**src/rtl/mult_pkg.sv**
```systemverilog
// Shared widths and types for the 4x4 multiplier and its frame accumulator.
//   MULT_IN_W   : multiplier operand width
//   MULT_PROD_W : multiplier product width (feeds mult_accum.in_prod)
//   MACC_W      : default accumulator / result width
//   MCNT_W      : default beat-counter width
package mult_pkg;

   localparam int MULT_IN_W   = 4;
   localparam int MULT_PROD_W = 8;
   localparam int MACC_W      = 12;
   localparam int MCNT_W      = 5;

   // Result buffer occupancy: EMPTY <=> out_valid=0, FULL <=> out_valid=1.
   typedef enum logic {
      EMPTY = 1'b0,
      FULL  = 1'b1
   } buf_state_t;

   // One per-frame result record at the default widths.
   typedef struct packed {
      logic [MACC_W-1:0] sum;
      logic [MCNT_W-1:0] cnt;
      logic              ovf;
   } mult_res_t;

endpackage

```
**src/rtl/mult_accum_acc_add.sv**
```systemverilog
// acc_add: unsigned (ACC_W)+(PW) -> (ACC_W+1) parallel-prefix adder.
//   a_i   : ACC_W-bit addend (running accumulator)
//   b_i   : PW-bit addend, zero-extended to ACC_W
//   sum_o : {carry-out, ACC_W-bit sum}
// Kogge-Stone style prefix tree: each level combines (g,p) pairs at span d
// (BLACK cells); positions below d already hold their final group generate
// and only pass through (GREY/terminal positions).
module acc_add #(
   parameter int ACC_W = 12,
   parameter int PW    = 8
) (
   input  logic [ACC_W-1:0] a_i,
   input  logic [PW-1:0]    b_i,
   output logic [ACC_W:0]   sum_o
);

   logic [ACC_W-1:0] bx;
   logic [ACC_W-1:0] p0;
   logic [ACC_W-1:0] g;
   logic [ACC_W-1:0] p;
   logic [ACC_W-1:0] carry;

   always_comb begin
      bx = ACC_W'(b_i);
      p0 = a_i ^ bx;
      g  = a_i & bx;
      p  = p0;
      for (int unsigned d = 1; d < ACC_W; d = d * 2) begin
         // Vectorised prefix level: bit i combines with bit i-d; bits below d
         // see zeros from the shift and keep their value.
         g = g | (p & (g << d));
         p = p & ((p << d) | ~({ACC_W{1'b1}} << d));
      end
      // Carry into bit i is the group generate of bits [i-1:0].
      carry = g << 1;
      sum_o = {g[ACC_W-1], p0 ^ carry};
   end

endmodule

```
**src/rtl/mult_accum.sv**
```systemverilog
// mult_accum: sums framed unsigned products into a wide accumulator and
// presents one {sum, beat count, overflow} result per frame.
//   clk, rst            : clock, synchronous active-high reset
//   in_valid/in_ready   : product beat handshake (in_ready = !out_valid | out_ready)
//   in_prod, in_last    : product value, final-beat marker
//   out_valid/out_ready : buffered frame-result handshake
//   out_sum             : frame sum modulo 2^ACC_W
//   out_cnt             : beats in frame, saturating at 2^CNT_W-1
//   out_ovf             : sum carried out of ACC_W bits at some point in frame
module mult_accum
   import mult_pkg::*;
#(
   parameter int PW    = MULT_PROD_W,
   parameter int ACC_W = MACC_W,
   parameter int CNT_W = MCNT_W
) (
   input  logic             clk,
   input  logic             rst,
   input  logic             in_valid,
   output logic             in_ready,
   input  logic [PW-1:0]    in_prod,
   input  logic             in_last,
   output logic             out_valid,
   input  logic             out_ready,
   output logic [ACC_W-1:0] out_sum,
   output logic [CNT_W-1:0] out_cnt,
   output logic             out_ovf
);

   buf_state_t       state_q, state_d;
   logic [ACC_W-1:0] acc_q, acc_d;
   logic [CNT_W-1:0] cnt_q, cnt_d;
   logic             ovf_q, ovf_d;
   logic [ACC_W-1:0] rsum_q, rsum_d;
   logic [CNT_W-1:0] rcnt_q, rcnt_d;
   logic             rovf_q, rovf_d;

   logic [ACC_W:0]   add_w;
   logic [ACC_W-1:0] nsum;
   logic [CNT_W-1:0] ncnt;
   logic             nov;
   logic             in_fire;
   logic             out_fire;
   logic             last_fire;

   acc_add #(
      .ACC_W (ACC_W),
      .PW    (PW)
   ) u_add (
      .a_i   (acc_q),
      .b_i   (in_prod),
      .sum_o (add_w)
   );

   assign out_valid = (state_q == FULL);
   // Combinational out_ready -> in_ready path lets a pop and a push share a cycle.
   assign in_ready  = !out_valid | out_ready;
   assign in_fire   = in_valid & in_ready;
   assign out_fire  = out_valid & out_ready;
   assign last_fire = in_fire & in_last;

   assign nsum = add_w[ACC_W-1:0];
   assign nov  = ovf_q | add_w[ACC_W];
   assign ncnt = (cnt_q == '1) ? cnt_q : cnt_q + 1'b1;

   assign out_sum = rsum_q;
   assign out_cnt = rcnt_q;
   assign out_ovf = rovf_q;

   always_comb begin
      state_d = state_q;
      acc_d   = acc_q;
      cnt_d   = cnt_q;
      ovf_d   = ovf_q;
      rsum_d  = rsum_q;
      rcnt_d  = rcnt_q;
      rovf_d  = rovf_q;

      case (state_q)
         EMPTY:   if (last_fire) state_d = FULL;
         FULL:    if (out_fire && !last_fire) state_d = EMPTY;
         default: state_d = EMPTY;
      endcase

      if (in_fire) begin
         if (in_last) begin
            rsum_d = nsum;
            rcnt_d = ncnt;
            rovf_d = nov;
            acc_d  = '0;
            cnt_d  = '0;
            ovf_d  = 1'b0;
         end else begin
            acc_d  = nsum;
            cnt_d  = ncnt;
            ovf_d  = nov;
         end
      end
   end

   always_ff @(posedge clk) begin
      if (rst) begin
         state_q <= EMPTY;
         acc_q   <= '0;
         cnt_q   <= '0;
         ovf_q   <= 1'b0;
         rsum_q  <= '0;
         rcnt_q  <= '0;
         rovf_q  <= 1'b0;
      end else begin
         state_q <= state_d;
         acc_q   <= acc_d;
         cnt_q   <= cnt_d;
         ovf_q   <= ovf_d;
         rsum_q  <= rsum_d;
         rcnt_q  <= rcnt_d;
         rovf_q  <= rovf_d;
      end
   end

endmodule

```
**config.mk**
```make
export PLATFORM = sky130hd
export DESIGN_NAME = mult_accum
export DESIGN_NICKNAME = d
export VERILOG_FILES = /design/src/rtl/mult_pkg.sv /design/src/rtl/mult_accum_acc_add.sv /design/src/rtl/mult_accum.sv
export SDC_FILE = /design/constraint.sdc
export NUM_CORES = 1
export LEC_CHECK = 0
export BUFFER_PORTS_ARGS = -buffer_cell sky130_fd_sc_hd__buf_2
export CAP_MARGIN = 20
export CORE_MARGIN = 3
export CORE_UTILIZATION = 50
export DETAILED_ROUTE_END_ITERATION = 12
export PLACE_DENSITY = 0.82
export SLEW_MARGIN = 20
export SYNTH_ARGS = -nofsm -noshare
export SYNTH_HDL_FRONTEND = slang
export SYNTH_HIERARCHICAL = 1
export SYNTH_SLANG_ARGS = --single-unit
```
**constraint.sdc**
```tcl
create_clock -name clk -period 2.1 [get_ports clk]
set_input_delay 0.315 -clock clk [delete_from_list [all_inputs] [get_ports clk]]
set_output_delay 0.315 -clock clk [all_outputs]
set_load 0.02 [all_outputs]
```
==> run metrics <==
status complete, no violations; CTS Buf Count 5; Routed wire per std cell 14.9 um; Max VDD drop between 0.4 and 0.5 mV; cells after synthesis approximately 210; Max Freq roughly 510 MHz; die width between 60 and 70 um; busiest layer in global routing met2; vias per cell 5.90; CTS HTree Levels 2; Synth Area in Compound Gates 27.5%; mapped cell area roughly 1900 sq um; GRT Overall Usage between 20% and 30%; Top Ports 33; largest family of logic cells by synthesized area compound AO/OA/AOI/OAI gates; post-synthesis sequential area ratio about two fifths; GR Layer Usage met3 4.99%; Layout Cells excl Fill ~300; met2 Resource Use GR approximately 32%; vias in the first global route around 1600; CP delay by family, top adder cells; synthesized net count roughly 230; number of synthesized flops with an enable pin 0; Routed Antenna Nets 0; Initial Util between 50% and 60%; asr flop ratio synth 0%; total inserted antenna cells 0; fin nets about 270; HP Class in -> reg; clock latency at the later pin of the worst-skew pair roughly 0.30 ns; Critical Path AT between 2 and 2.5 ns; share of cells above drive strength 1 approximately 30%; CTS tree yes; synthesized area per cell 9.13 sq um; fin crit share around 90%; CTS root buffer clkbuf_8; Clock Path Buffers 2; ys flop type dfxtp_1; setup tns final 0 ns; post-synthesis register bit count 37; flop2flop setup slack ~0.15 ns; crit path cell chain ha_4 -> inv_2 -> fa_2 -> nand4b_1 -> a31oi_2 -> o211ai_1 -> xnor2_1 -> nand4_1 -> a21oi_2; initial antenna violation count 0; CTS Hold Bufs 0; Post-CTS Setup Repair Bufs 0; number of remaining DRC errors 0; Worst Skew about 0.011 ns; WHS approximately 0.35 ns; CP peak stage delay 0.37 ns; initial DRC count 152; max-slew violation count 0; Area growth syn-to-layout 21.8%; CP required between 2 and 2.5 ns; RSZ-0062 raised after global routing true; clk sinks 37; Yosys warning count 6; # fillers slightly below 300; total wire length 4.43 mm; adder-cell share of the synthesized area slightly below 7%; Fin. Hold Viols 0; largest net degree at the start of global routing 22; Power Density between 600 and 700 nW/um^2; CTS resizes 0; Placer Congestion a little under 0.9; die height around 68 um; Die ar. between 4000 and 5000 sq um; multiplexer share of the synthesized area 1.05%; slowest stage cell, crit path fa_2; Min Clock Period, post-route between 1.5 and 2 ns; Leak Pwr a little under 0.001 uW; Worst-Margin Slew ~0.44 ns; core area 3490 sq um; WS Path Type reg -> reg; fin util 66.5%; simple-gate portion of the synthesized area 15.7%; global-route wire length before repair 7.41 mm; grt met1 use between 20% and 30%; crit start category flop; Max Cap Viol 0; PortBufs 32; post-synthesis cell type count 45; Slew headroom ~70%; Worst setup EP type flop; setup violators final 0; dpl hpwl 3.02 mm; # placed instances 290; Worst-path clk slew 0.07 ns; xor/xnor share of the synthesized area 4.13%; routed vias between 1500 and 2000; row count 21; DR pass1 iterations 4; Crit Path Max Fanout 3; Worst Path Buf+Inv 1; total gr overflow 0
## power by group
group	leakage [uW]	internal (uW)	switching [uW]
Sequential	0.000301	726	15.6
Combinational	0.000629	108	153
Clock	0.0000439	229	262
## registers in the layout, indices dropped and copies added (netlist names)
register   flops
ovf_q          1
out_cnt        5
out_valid      1
acc_q         12
out_sum       12
cnt_q          5
out_ovf        1
## worst paths after layout
| path | startpoint | endpoint | cells after the start |
|---|---|---|---|
| worst max-delay path | acc_q[0]$_SDFFE_PP0P_ | acc_q[10]$_SDFFE_PP0P_ | 9 |
| worst min-delay path | in_last | out_valid$_SDFF_PP0_ | 3 |
| worst max register to register | acc_q[0]$_SDFFE_PP0P_ | acc_q[10]$_SDFFE_PP0P_ | 9 |
| worst min register to register | out_cnt[1]$_SDFFE_PP0P_ | out_cnt[1]$_SDFFE_PP0P_ | 1 |
## cell usage in the layout (no fill, tap or decap), drive strengths merged, types with 2 or more instances in the layout
cell type and instances:
a311oi 3, nand4b 2, a31oi 7, clkinv 2
mux2i 2, nand3 9, clkbuf 5, buf 48
a21o 3, o2bb2ai 3, o311ai 3, ha 9
a21oi 22, a22o 15, nand4 17, nand2 6
nor2 4, o21ai 13, dfxtp 37, inv 13
xnor2 8, nor2b 3
## per-layer routing
layer  vias to the layer above  share of wire (%)  wire [um]
li1                        880                  -          -
met1                       810                 46       2050
met2                        60                 45       1980
met3                         7                7.4        326
met4                         0                1.5         65
met5                         -                  0          0
## tightest hold or removal path, stage by stage
cell	delay [ns]
buf_2	0.15
a21oi_1	0.08
nor2_1	0.07
## synth_stat cells, types with 2 or more instances
cell type / instances / area, sq um
dfxtp_1: 37 / 741
a21oi_1: 22 / 110
nand4_1: 16 / 100
a22o_1: 15 / 131
o21ai_0: 13 / 65.1
inv_1: 11 / 41.3
ha_1: 9 / 113
nand3_1: 8 / 40.0
xnor2_1: 8 / 70.1
a31oi_1: 7 / 43.8
clkbuf_1: 6 / 22.5
nand2_1: 6 / 22.5
buf_2: 4 / 20.0
nor2_1: 4 / 15.0
a311oi_1: 3 / 26.3
nor2b_1: 3 / 18.8
o2bb2ai_1: 3 / 26.3
o311ai_0: 3 / 26.3
a21o_1: 2 / 15.0
inv_2: 2 / 7.51
mux2i_1: 2 / 20.0
nand4b_1: 2 / 17.5
## final cells by class
cell class	count	area, sq um	share of cell area, %
clock inverters	3	17.5	0.753
well taps	46	57.6	2.48
multi-input cells	146	1110	47.7
repair buffers	48	280	12.1
flip-flops and latches	37	742	31.9
clock buffers	5	68.8	2.96
inverters	13	48.8	2.10
## logic make-up (layout without fill, tap and decap cells)
family / Yosys count / after routing
compound gates: 77 / 77
simple gates: 48 / 48
flops: 37 / 37
buf+inv: 26 / 69
fa+ha+maj: 10 / 10
xor+xnor: 9 / 9
mux: 2 / 2
## per-stage QoR
step / setup slack, ns / total power, uW / instance area (sq um)
after floorplan: 0.172 / 921 / 1910
after global placement: 0.0170 / 1000 / 2180
after detailed placement: -0.0105 / 1000 / 2180
after CTS: 0.0345 / 1490 / 2270
after global routing: -0.0307 / 1560 / 2320
final: 0.154 / 1490 / 2320
Power figures use the tool's default switching activity.
